<file path="config.mk">
export PLATFORM = sky130hd
export DESIGN_NAME = if_fetch_queue
export DESIGN_NICKNAME = d
export VERILOG_FILES = /design/src/rtl/if_fetch_queue.sv
export SDC_FILE = /design/constraint.sdc
export NUM_CORES = 1
export LEC_CHECK = 0
export BUFFER_PORTS_ARGS = -buffer_cell sky130_fd_sc_hd__buf_4
export CORE_MARGIN = 2
export CORE_UTILIZATION = 30
export DETAILED_ROUTE_END_ITERATION = 12
export GPL_TIMING_DRIVEN = 0
export PLACE_DENSITY = 0.53
export SETUP_SLACK_MARGIN = 0.5
export SLEW_MARGIN = 20
export SYNTH_ARGS = -nofsm -noshare
export SYNTH_HDL_FRONTEND = slang
export SYNTH_SLANG_ARGS = --single-unit
</file>
<file path="constraint.sdc">
create_clock -name CLK -period 8.4 [get_ports CLK]
set_input_delay 1.68 -clock CLK [delete_from_list [all_inputs] [get_ports CLK]]
set_output_delay 1.68 -clock CLK [all_outputs]
set_load 0.005 [all_outputs]
</file>
<file path="src/rtl/if_fetch_queue.sv">
// ---------------------------------------------------------------------------
// if_fetch_queue
//
// Instruction-fetch stage that sits directly behind the program counter. It
// owns the sequential fetch address, issues word requests to instruction
// memory over a valid/ready handshake, and buffers the returned instructions
// (each paired with its PC) in an in-order queue that feeds decode. A
// branch/jump redirect flushes the queue and discards any memory responses
// that are still in flight for the abandoned path.
//
// Ports
//   CLK             rising-edge clock
//   RST             asynchronous active-low reset
//   redirect_valid  one-cycle pulse: restart fetch at redirect_pc
//   redirect_pc     new fetch address (bits [1:0] ignored)
//   imem_req_valid  request valid towards instruction memory
//   imem_req_addr   request word address (always the current fetch PC)
//   imem_req_ready  memory accepts the request
//   imem_rsp_valid  in-order response valid (no backpressure)
//   imem_rsp_data   fetched instruction
//   out_valid       head queue entry holds an instruction
//   out_pc          PC of the head instruction (0 when out_valid is low)
//   out_instr       head instruction (0 when out_valid is low)
//   out_ready       decode accepts the head entry
//
// Optional build macro
//   FETCH_PERF_EN   adds perf_flush_cnt (accepted redirects) and
//                   perf_stall_cnt (RUN cycles where decode was ready but
//                   nothing was available); both 32-bit, saturating.
// ---------------------------------------------------------------------------
module if_fetch_queue #(
  parameter int              XLEN     = 32,
  parameter int              DEPTH    = 4,
  parameter logic [XLEN-1:0] RESET_PC = '0
) (
  input  logic            CLK,
  input  logic            RST,
  input  logic            redirect_valid,
  input  logic [XLEN-1:0] redirect_pc,
  output logic            imem_req_valid,
  output logic [XLEN-1:0] imem_req_addr,
  input  logic            imem_req_ready,
  input  logic            imem_rsp_valid,
  input  logic [XLEN-1:0] imem_rsp_data,
  output logic            out_valid,
  output logic [XLEN-1:0] out_pc,
  output logic [XLEN-1:0] out_instr,
  input  logic            out_ready
`ifdef FETCH_PERF_EN
  ,
  output logic [31:0]     perf_flush_cnt,
  output logic [31:0]     perf_stall_cnt
`endif
);

  // state | meaning
  // BOOT  | first cycle after reset release, no requests, redirects ignored
  // RUN   | normal fetch: issue requests, fill and drain the queue
  // FLUSH | queue empty, discarding responses of the abandoned path

  typedef enum logic [1:0] {
    BOOT  = 2'd0,
    RUN   = 2'd1,
    FLUSH = 2'd2
  } state_t;

  localparam int              AW      = (DEPTH > 1) ? $clog2(DEPTH) : 1;
  localparam int              CW      = AW + 1;
  localparam logic [CW-1:0]   FULL    = CW'(DEPTH);
  localparam logic [AW-1:0]   PTR_ONE = AW'(1);
  localparam logic [XLEN-1:0] PC_STEP = XLEN'(4);
  localparam logic [XLEN-1:0] PC_MASK = ~XLEN'(3);

  state_t            state;
  logic [XLEN-1:0]   fetch_pc;
  logic [XLEN-1:0]   pc_q    [DEPTH];
  logic [XLEN-1:0]   instr_q [DEPTH];
  logic [DEPTH-1:0]  filled_q;
  logic [AW-1:0]     head;
  logic [AW-1:0]     tail;
  logic [AW-1:0]     fill_ptr;    // oldest allocated entry still waiting for data
  logic [CW-1:0]     count;       // allocated entries (filled or not)
  logic [CW-1:0]     outstanding; // accepted requests whose data will be kept
  logic [CW-1:0]     drop_cnt;    // responses still owed to a flushed path

  logic              req_fire;
  logic              pop;
  logic              rsp_hit_run;
  logic              rsp_hit_flush;
  logic              rsp_fill;
  logic [CW-1:0]     drop_run_next;
  logic [CW-1:0]     drop_flush_next;
  logic [XLEN-1:0]   redirect_aligned;

  // Redirect suppresses the request in its own cycle so nothing new is
  // allocated on the path being abandoned.
  assign imem_req_valid = (state == RUN) && !redirect_valid && (count != FULL);
  assign imem_req_addr  = fetch_pc;
  assign req_fire       = imem_req_valid && imem_req_ready;

  assign out_valid = (count != '0) && filled_q[head];
  assign out_pc    = out_valid ? pc_q[head]    : '0;
  assign out_instr = out_valid ? instr_q[head] : '0;
  assign pop       = out_valid && out_ready;

  // A response with nothing owed is a protocol error and is ignored.
  assign rsp_hit_run   = imem_rsp_valid && (outstanding != '0);
  assign rsp_hit_flush = imem_rsp_valid && (drop_cnt != '0);
  assign rsp_fill      = (state == RUN) && !redirect_valid && rsp_hit_run;

  // A response arriving in the redirect cycle belongs to the old path, so it
  // is consumed here rather than counted into the drop budget.
  assign drop_run_next    = outstanding - CW'(rsp_hit_run);
  assign drop_flush_next  = drop_cnt - CW'(rsp_hit_flush);
  assign redirect_aligned = redirect_pc & PC_MASK;

  always_ff @(posedge CLK or negedge RST) begin
    if (!RST) begin
      state       <= BOOT;
      fetch_pc    <= RESET_PC;
      head        <= '0;
      tail        <= '0;
      fill_ptr    <= '0;
      count       <= '0;
      outstanding <= '0;
      drop_cnt    <= '0;
      filled_q    <= '0;
    end else begin
      unique case (state)
        BOOT: begin
          state <= RUN;
        end
        RUN: begin
          if (redirect_valid) begin
            head        <= '0;
            tail        <= '0;
            fill_ptr    <= '0;
            count       <= '0;
            filled_q    <= '0;
            outstanding <= '0;
            drop_cnt    <= drop_run_next;
            fetch_pc    <= redirect_aligned;
            state       <= (outstanding != '0) ? FLUSH : RUN;
          end else begin
            // tail and fill_ptr can only coincide with data owed when the
            // queue is full, and then no request fires, so these never clash.
            if (req_fire) begin
              filled_q[tail] <= 1'b0;
              tail           <= tail + PTR_ONE;
              fetch_pc       <= fetch_pc + PC_STEP;
            end
            if (rsp_fill) begin
              filled_q[fill_ptr] <= 1'b1;
              fill_ptr           <= fill_ptr + PTR_ONE;
            end
            if (pop) begin
              head <= head + PTR_ONE;
            end
            count       <= count + CW'(req_fire) - CW'(pop);
            outstanding <= outstanding + CW'(req_fire) - CW'(rsp_fill);
          end
        end
        FLUSH: begin
          drop_cnt <= drop_flush_next;
          if (redirect_valid) begin
            fetch_pc <= redirect_aligned;
          end else if (drop_flush_next == '0) begin
            state <= RUN;
          end
        end
        default: begin
          state <= BOOT;
        end
      endcase
    end
  end

  // Payload storage needs no reset: entries are only visible through
  // out_valid, which is governed by count and filled_q.
  always_ff @(posedge CLK) begin
    if (req_fire) begin
      pc_q[tail] <= fetch_pc;
    end
    if (rsp_fill) begin
      instr_q[fill_ptr] <= imem_rsp_data;
    end
  end

`ifdef FETCH_PERF_EN
  logic redirect_acc;
  assign redirect_acc = redirect_valid && (state != BOOT);

  always_ff @(posedge CLK or negedge RST) begin
    if (!RST) begin
      perf_flush_cnt <= '0;
      perf_stall_cnt <= '0;
    end else begin
      if (redirect_acc && (perf_flush_cnt != '1)) begin
        perf_flush_cnt <= perf_flush_cnt + 32'd1;
      end
      if ((state == RUN) && out_ready && !out_valid && (perf_stall_cnt != '1)) begin
        perf_stall_cnt <= perf_stall_cnt + 32'd1;
      end
    end
  end
`endif

  rsp_legal_a: assert property (@(posedge CLK) disable iff (!RST)
    imem_rsp_valid |-> ((outstanding != '0) || (drop_cnt != '0)));

endmodule

</file>
==> results of run 1 <==
==> Yosys cell counts (10+ instances only) <==
cell / n
sky130_fd_sc_hd__nor2_1: 28
sky130_fd_sc_hd__mux4_2: 63
sky130_fd_sc_hd__o21ai_0: 14
sky130_fd_sc_hd__edfxtp_1: 248
sky130_fd_sc_hd__nand3_1: 17
sky130_fd_sc_hd__nor3_1: 13
sky130_fd_sc_hd__o22ai_1: 10
sky130_fd_sc_hd__nand4_1: 12
sky130_fd_sc_hd__ha_1: 21
sky130_fd_sc_hd__clkbuf_1: 34
sky130_fd_sc_hd__inv_1: 34
sky130_fd_sc_hd__nand2_1: 32
sky130_fd_sc_hd__a21oi_1: 22
sky130_fd_sc_hd__nor2b_1: 63
sky130_fd_sc_hd__dfrtp_1: 51
==> metrics by stage <==
stage / hold WS [ns] / power [mW] / util, % / instance area (um^2)
floorplan: 0.486 / 3.06 / - / 12900
finish: 0.557 / 5.14 / 38.0 / 16000
global route: 0.573 / 5.43 / 38.0 / 16000
global placement: 0.527 / 3.73 / 35.0 / 14700
detailed placement: 0.553 / 3.77 / 35.5 / 15000
CTS: 0.567 / 5.21 / 38.0 / 16000
==> flip-flops by register name, summed over array words and instances, names as in the netlist <==
register       flops
state              2
outstanding        3
filled_q           4
tail               2
count              3
imem_req_addr     30
head               2
fill_ptr           2
instr_q          128
pc_q             120
drop_cnt           3
==> final cells by class <==
cell class	count	area share [%]
Buffer	50	1.35
Sequential cell	299	54.4
Clock buffer	39	5.43
Timing Repair Buffer	170	8.75
Tap cell	539	4.21
Inverter	34	0.796
Antenna cell	1	0.0156
Multi-Input combinational cell	419	23.8
Clock inverter	20	1.19
==> power by group through the flow <==
stage | sequential [mW] | clock, mW | combinational (mW)
2_1_floorplan | 2.08 | 0 | 0.980
3_5_place_dp | 2.17 | 0 | 1.59
6_report | 2.15 | 1.42 | 1.57
3_3_place_gp | 2.16 | 0 | 1.56
5_1_grt | 2.18 | 1.52 | 1.72
4_1_cts | 2.14 | 1.46 | 1.60
==> logic make-up after synthesis <==
family | after synthesis
AO/OA/AOI/OAI | 117
XOR/XNOR | 4
buffers and inverters | 84
multiplexers | 70
flip-flops | 299
adder cells (fa/ha/maj) | 23
AND/OR/NAND/NOR | 201
other | 1
==> worst reg2reg max path, delay by kind of cell, from the launching register on <==
family,cells,cell delay (ns)
fa+ha+maj,4,1.12
simple gates,3,0.96
flops,1,0.40
buf+inv,4,0.38
compound gates,2,0.22
xor+xnor,1,0.21
==> layer usage <==
layer / wire (um) / share of wire, % / GRT usage, %
met5: 16 / 0.048 / 0
met4: 962 / 2.9 / 5.44
met3: 1980 / 5.9 / 3.49
met2: 15900 / 47 / 23.6
met1: 14800 / 44 / 20.6
==> worst max-delay path by stage <==
stage	startpoint	to	depth (start not counted)
finish	redirect_valid	imem_req_valid	6
global placement	count[1]	out_pc[24]	4
floorplan	redirect_valid	imem_req_valid	4
global route	head[1]	out_pc[27]	5
detailed placement	redirect_valid	outstanding[2]	14
CTS	head[1]	out_pc[27]	5
==> reports/summary.log, run 1 <==
[floorplan] area of the core region 42100 um^2
[critical_path] register-to-register setup slack 4.96 ns
[drt] routed via count divided by cell count 4.97
[finish] fraction of final layout cells sized beyond drive strength 1 30.8%
[placed_design] Setup Slack @ Placement 3.60 ns
[yosys] number of unique standard cell types used by synthesis 62
[drt] Post-DRT Antenna Nets 0
[sta] setup repair after global routing missed its margin no
[clocking] number of H-tree levels 2
[global_routing] maximum number of pins on one net before global-route repair 52
[critical_path] Critical Path Fanout Max 10
[sta] slew of the pin with the lowest slew margin 0.923 ns
[global_routing] Remaining Overflow, GRT 0
[drt] DRT Pass-1 Iters 6
[global_routing] global router's overall resource usage 15.1%
[sta] final clock skew 0.0202 ns
[critical_path] data required time of the worst path 6.72 ns
[drt] via count 7806
[clocking] Clock Path Buffers 3
[yosys] Synth area leaders sky130_fd_sc_hd__edfxtp_1 (58%), sky130_fd_sc_hd__mux4_2 (11%), sky130_fd_sc_hd__dfrtp_1 (9.9%)
[hold_path] critical hold path startpoint filled_q[0]
[floorplan] die area 44500 um^2
[flow_run] number of maximum-capacitance violations 0
[placed_design] weighted congestion at the end of routability-driven global placement 0.825
[clocking] total CTS buffers 34
[finish] combined area of the multi-input logic cells 3820 um^2
[sta] number of pins with negative max-slew slack in the final report 0
[critical_path] endpoint of the worst-slack reg-to-reg timing path outstanding[2]
[drt] routed length per instance 21.4 um
[critical_path] category of the worst setup path launch point primary input
[placed_design] Inst Count DP 1511
[sta] worst relative slew slack 37.9%
[finish] most frequent standard cell in the layout excluding fill and tap cells sky130_fd_sc_hd__edfxtp_1
[critical_path] category of the worst setup path capture point output pin
[floorplan] overall die height 211 um
[critical_path] CP delay by family, top buffers and inverters
[yosys] dominant register cell in the synthesized netlist sky130_fd_sc_hd__edfxtp_1
[sta] final period utilization 55.9%
[clocking] total number of clock tree sinks 299
[clocking] clock latency at the later pin of the worst-skew pair 0.53 ns
[critical_path] number of buffers and inverters on the critical path 4
[status] status completed
[sta] setup violation total in the final timing report 0
[sta] fmax 213 MHz
[global_routing] number of global-route vias before repair 7960
[global_routing] global-route wire length before repair 50200 um
[hold_path] Worst Hold Endpoint filled_q[0]
[yosys] fraction of synthesized cell area taken by the top area cell type 58.0%
[sta] final hold viol count 0
[power] IR drop worst, VDD 0.124 mV
[sta] sum of negative setup slack 0 ns
[power] Leak Pwr 5.61 nW
[clocking] postcts setup bufs 0
[yosys] mean instance size in the synthesized netlist 16.1 um^2
[clocking] CTS-repair resized insts 0
[sta] min cycle time layout 4.69 ns
[critical_path] stage delay of the slowest cell on the critical path 0.39 ns
[finish] commonest non-fill, non-tap cells in the layout sky130_fd_sc_hd__edfxtp_1 (248), sky130_fd_sc_hd__buf_4 (166), sky130_fd_sc_hd__nor2b_1 (63), sky130_fd_sc_hd__mux4_2 (63), sky130_fd_sc_hd__dfrtp_1 (51)
[placed_design] placed wire-length estimate after detailed placement 22800 um
[yosys] adder and majority cell fraction of the synthesized area 2.36%
[floorplan] Ports 168
[yosys] most area-hungry cell type in the Yosys netlist sky130_fd_sc_hd__edfxtp_1
[finish] Layout Cells excl Fill 1571
[floorplan] starting density of the core 30.5%
[critical_path] slowest library cell on the worst path sky130_fd_sc_hd__clkbuf_1
[power] sequential group share of total power 41.7%
[floorplan] die width 211 um
[critical_path] cells along the critical path buf_4, clkbuf_1, nand2b_1, clkbuf_1, nor2_1, buf_4
[floorplan] cell row count 75
[power] cell internal power dissipation 3.44 mW
[power] total power density per cell area 321 nW/um^2
[yosys] post-synthesis compound-gate area fraction 6.51%
[clocking] total of hold buffers inserted after clock tree synthesis 0
[clocking] clock tree from TritonCTS yes
[finish] fillcell total 3923
[power] power dissipated by switching net loads 1.70 mW
[placed_design] port bufs 161
[hold_path] Hold Path Class reg2reg
[yosys] number of synthesized flops with an enable pin 248
[critical_path] arrival time reported for the critical path endpoint 3.01 ns
[finish] area taken by flip-flops and latches 8720 um^2
[power] switching fraction of total power 33.1%
[yosys] xor/xnor cell area share of the yosys netlist 0.273%
[drt] Residual DRC 0
[yosys] warnings from Yosys 0
[global_routing] antenna violations before repair 2
[yosys] area fraction in and, or, nand and nor cells after synthesis 8.65%
[drt] number of DRC violations after detailed-routing iteration 0 590
[sta] worst setup slack after layout 3.71 ns
[power] combinational share of power 30.6%
[finish] Net count, final 1101
[yosys] fraction of registers with async set/reset 17.1%
[drt] Routed Wire Length 33700 um
[yosys] netlist area before placement 12800 um^2
[yosys] portion of netlist area occupied by mux cells 11.6%
[yosys] dominant combinational cell family by area after synthesis multiplexers
[clocking] clock-pin slew reported for the worst setup and hold paths after clock tree synthesis 0.05 ns
[finish] Area growth syn-to-layout 24.7%
[clocking] clock root buffer sky130_fd_sc_hd__clkbuf_16
[critical_path] Register-to-Register Path Depth 14
[yosys] portion of the post-synthesis area used by sequential elements 67.9%
[yosys] number of register bits inferred by synthesis 299
[yosys] number of instances in the synthesized netlist 799
[power] clock share of power 27.7%
[critical_path] Reg2Reg Launch Point state[1]
[critical_path] type of the worst setup path in2out
[hold_path] Hold Path Stages 2
(Power assumes the default switching activity.)
==> run 2: changes to the inputs <==
--- a/config.mk
+++ b/config.mk
@@ -5,6 +5,7 @@
 export SDC_FILE = /design/constraint.sdc
 export NUM_CORES = 1
 export LEC_CHECK = 0
+export ABC_AREA = 1
 export BUFFER_PORTS_ARGS = -buffer_cell sky130_fd_sc_hd__buf_4
 export CORE_MARGIN = 2
 export CORE_UTILIZATION = 30
==> constraint.sdc (replaced) <==
create_clock -name CLK -period 4.5 [get_ports CLK]
set_input_delay 0.9 -clock CLK [delete_from_list [all_inputs] [get_ports CLK]]
set_output_delay 0.9 -clock CLK [all_outputs]
set_load 0.005 [all_outputs]
==> reports/summary.log, run 2 <==
[sta] worst setup slack after layout 0.828 ns [-2.88 ns]
[placed_design] weighted congestion at the end of routability-driven global placement 0.857 [+3.9%]
[global_routing] global router's overall resource usage 16.4% [+1.3 points]
[clocking] total of hold buffers inserted after clock tree synthesis 0 [unchanged]
[global_routing] global-route wire length before repair 58400 um [+16%]
[floorplan] die area 46200 um^2 [+3.8%]
[drt] Residual DRC 0 [unchanged]
[floorplan] overall die height 215 um [+1.9%]
[yosys] fraction of registers with async set/reset 17.1% [unchanged]
[critical_path] CP delay by family, top buffers and inverters
[clocking] clock tree from TritonCTS yes
[drt] routed length per instance 17.6 um [-18%]
[finish] commonest non-fill, non-tap cells in the layout sky130_fd_sc_hd__nor2_1 (340), sky130_fd_sc_hd__edfxtp_1 (248), sky130_fd_sc_hd__nand2_1 (206)
[global_routing] maximum number of pins on one net before global-route repair 52 [unchanged]
[clocking] CTS-repair resized insts 0 [unchanged]
[sta] final period utilization 81.6%
[global_routing] antenna violations before repair 0 [-2]
[critical_path] arrival time reported for the critical path endpoint 2.77 ns [-0.24 ns]
[global_routing] Remaining Overflow, GRT 0 [unchanged]
[yosys] dominant register cell in the synthesized netlist sky130_fd_sc_hd__edfxtp_1
[critical_path] type of the worst setup path reg2out
[critical_path] most frequent CP cell sky130_fd_sc_hd__nand2_1
[finish] Area growth syn-to-layout 25.0%
[power] combinational share of power 21.9% [-8.7 points]
[sta] setup repair after global routing missed its margin no
[power] total power density per cell area 517 nW/um^2 [+61%]
[drt] DRT Pass-1 Iters 5 [-1]
[sta] final hold viol count 0 [unchanged]
[power] switching fraction of total power 32.1% [-0.99 points]
[clocking] Clock Path Buffers 3 [unchanged]
[floorplan] die width 215 um [+1.9%]
[yosys] fraction of synthesized cell area taken by the top area cell type 55.8% [-2.2 points]
[yosys] library cell with the highest instance count after synthesis sky130_fd_sc_hd__nor2_1
[yosys] number of register bits inferred by synthesis 299 [unchanged]
[yosys] most area-hungry cell type in the Yosys netlist sky130_fd_sc_hd__edfxtp_1
[drt] Routed Wire Length 37900 um [+12%]
[finish] most frequent standard cell in the layout excluding fill and tap cells sky130_fd_sc_hd__nor2_1
[critical_path] data required time of the worst path 3.60 ns [-3.12 ns]
[finish] Layout Cells excl Fill 2147 [+37%]
[floorplan] Ports 168 [unchanged]
[hold_path] Hold Path Class in2async
[floorplan] starting density of the core 30.3% [-0.19 points]
[clocking] clock latency at the later pin of the worst-skew pair 0.53 ns [about the same]
[clocking] total CTS buffers 35 [+2.9%]
[yosys] number of synthesized flops with an enable pin 248 [unchanged]
[clocking] total number of clock tree sinks 299 [unchanged]
[yosys] most used standard cells in the synthesized netlist sky130_fd_sc_hd__nor2_1 (348), sky130_fd_sc_hd__edfxtp_1 (248), sky130_fd_sc_hd__nand2_1 (206)
[critical_path] category of the worst setup path launch point flop
[finish] flip-flop count of the largest register after layout 128 [unchanged]
[power] clock share of power 31.9% [+4.2 points]
[drt] number of DRC violations after detailed-routing iteration 0 672 [+14%]
[flow_run] number of maximum-capacitance violations 0 [unchanged]
[sta] slew of the pin with the lowest slew margin 0.730 ns [-0.193 ns]
[finish] # diodes 0 [-1]
[critical_path] slowest library cell on the worst path sky130_fd_sc_hd__dfrtp_1
[critical_path] category of the worst setup path capture point output pin
[critical_path] number of buffers and inverters on the critical path 4 [unchanged]
[power] Leak Pwr 6.50 nW [+16%]
[yosys] number of instances in the synthesized netlist 1321 [+65%]
[yosys] portion of the post-synthesis area used by sequential elements 65.4% [-2.5 points]
[yosys] warnings from Yosys 0 [unchanged]
[global_routing] number of global-route vias before repair 9869 [+24%]
[critical_path] cells along the critical path inv_2, buf_2, nand2_1, nand3_1, nand2_1, nand2_1, buf_2, a21oi_1, buf_4
[critical_path] Critical Path Fanout Max 10 [unchanged]
[drt] Post-DRT Antenna Nets 0 [unchanged]
[finish] final design area excluding fillers 16700 um^2 [+4.1%]
[placed_design] placed wire-length estimate after detailed placement 25400 um [+11%]
[clocking] number of H-tree levels 2 [unchanged]
[critical_path] stage delay of the slowest cell on the critical path 0.40 ns [about the same]
[yosys] mean instance size in the synthesized netlist 10.1 um^2 [-37%]
[power] cell internal power dissipation 5.86 mW [+70%]
[yosys] Synth area leaders sky130_fd_sc_hd__edfxtp_1 (56%), sky130_fd_sc_hd__nor2_1 (9.8%), sky130_fd_sc_hd__dfrtp_1 (9.6%)
[finish] Top reg by flops instr_q
[clocking] postcts setup bufs 0 [unchanged]
[clocking] clock-pin slew reported for the worst setup and hold paths after clock tree synthesis 0.06 ns [about the same]
[sta] worst relative slew slack 51.3% [+13 points]
[placed_design] Inst Count DP 2085 [+38%]
[status] status completed
[drt] via count 9982 [+28%]
[sta] fmax 272 MHz
[sta] number of pins with negative max-slew slack in the final report 0 [unchanged]
[placed_design] port bufs 160 [-0.62%]
[finish] Net count, final 1623 [+47%]
[power] sequential group share of total power 46.2% [+4.5 points]
[sta] setup violation total in the final timing report 0 [unchanged]
[placed_design] placed standard-cell area 15600 um^2 [+4.1%]
[placed_design] Setup Slack @ Placement 1.38 ns [-2.22 ns]
[floorplan] cell row count 77 [+2.7%]
[yosys] netlist area before placement 13300 um^2 [+3.9%]
[sta] final clock skew 0.0249 ns [+0.00468 ns]
[sta] min cycle time layout 3.67 ns
[floorplan] area of the core region 44000 um^2 [+4.5%]
[power] IR drop worst, VDD 0.239 mV [+92%]
[finish] fraction of final layout cells sized beyond drive strength 1 17.4% [-13 points]
[yosys] number of unique standard cell types used by synthesis 34 [-45%]
[drt] routed via count divided by cell count 4.65 [-6.4%]
[clocking] clock root buffer sky130_fd_sc_hd__clkbuf_16
[power] power dissipated by switching net loads 2.78 mW [+63%]
## run 2: cell count changes in the layout (fill, tap and decap cells not counted), moves of 13 or more
cell                      change
sky130_fd_sc_hd__nor2b_1     -63
sky130_fd_sc_hd__inv_1       +37
sky130_fd_sc_hd__nand2_1    +174
sky130_fd_sc_hd__nor2_1     +312
sky130_fd_sc_hd__buf_2       +17
sky130_fd_sc_hd__a21oi_1     +44
sky130_fd_sc_hd__o21ai_0    +149
sky130_fd_sc_hd__nand3_1     +26
sky130_fd_sc_hd__mux4_2      -63
sky130_fd_sc_hd__nor3_1      -13
## run 2: final cells by class
| class | instances | area, um^2 |
|---|---|---|
| tap | 592 | 741 |
| clock buffer | 43 | 927 |
| timing repair buffer | 169 | 1420 |
| inverter | 72 | 270 |
| sequential | 299 | 8720 |
| clock inverter | 19 | 184 |
| multi-input combinational | 891 | 4130 |
| buffer | 62 | 298 |
| fill | 4320 | 27300 |
## run 2: power by group through the flow
stage / sequential (mW) / clock (mW) / combinational, mW
2_1_floorplan: 3.83 / 0 / 1.12
6_report: 3.99 / 2.76 / 1.89
3_5_place_dp: 4.03 / 0 / 1.91
3_3_place_gp: 4.03 / 0 / 1.82
4_1_cts: 3.98 / 2.82 / 1.92
5_1_grt: 4.04 / 2.92 / 2.17
## run 2: metal layers
metal	GRT usage [%]	vias to the layer above	share of wire (%)
li1	-	4878	-
met1	22.8	4767	47
met2	26.9	290	46
met3	2.55	47	5.4
met4	3.84	0	1.8
met5	0	-	0
## run 2: through the flow
step	hold slack (ns)	power, mW	utilization (%)	TNS (ns)
floorplan	0.453	4.95	-	0
global placement	0.480	5.86	34.7	-41.14
detailed placement	0.477	5.94	35.4	0
CTS	0.448	8.72	37.9	0
global route	0.472	9.13	37.9	0
finish	0.421	8.63	37.9	0
## run 2: logic make-up (layout without fill, tap and decap cells)
group / after synthesis / in the layout / share of synthesized area (%)
other: 1 / 4 / 0.0281
buffers and inverters: 134 / 365 / 4.26
and+or+nand+nor: 610 / 610 / 18.1
AOI/OAI and AO/OA: 243 / 243 / 9.30
DFF: 299 / 299 / 65.4
adders and majority gates: 23 / 23 / 2.27
xor gates and xnor gates: 11 / 11 / 0.722
## run 2: worst reg2reg max path: cells and delay by family (launching register included)
kind | cells | cell delay, ns
AND/OR/NAND/NOR | 3 | 0.98
buffers and inverters | 5 | 0.87
flip-flops | 1 | 0.41
adder cells (fa/ha/maj) | 1 | 0.28
## run 2: path summary, 6_finish.rpt
| check | from | to | slack [ns] | cells after the start |
|---|---|---|---|---|
| worst max-delay path | head[0] | out_pc[11] | 0.83 | 9 |
| worst min-delay path | RST | imem_req_addr[24] | 0.42 | 1 |
| worst max register to register | state[1] | instr_q[1][6] | 1.65 | 9 |
| worst min register to register | filled_q[3] | filled_q[3] | 0.49 | 2 |
| max in group asynchronous | RST | tail[0] | 3.55 | 1 |
| min in group CLK | filled_q[3] | filled_q[3] | 0.49 | 2 |
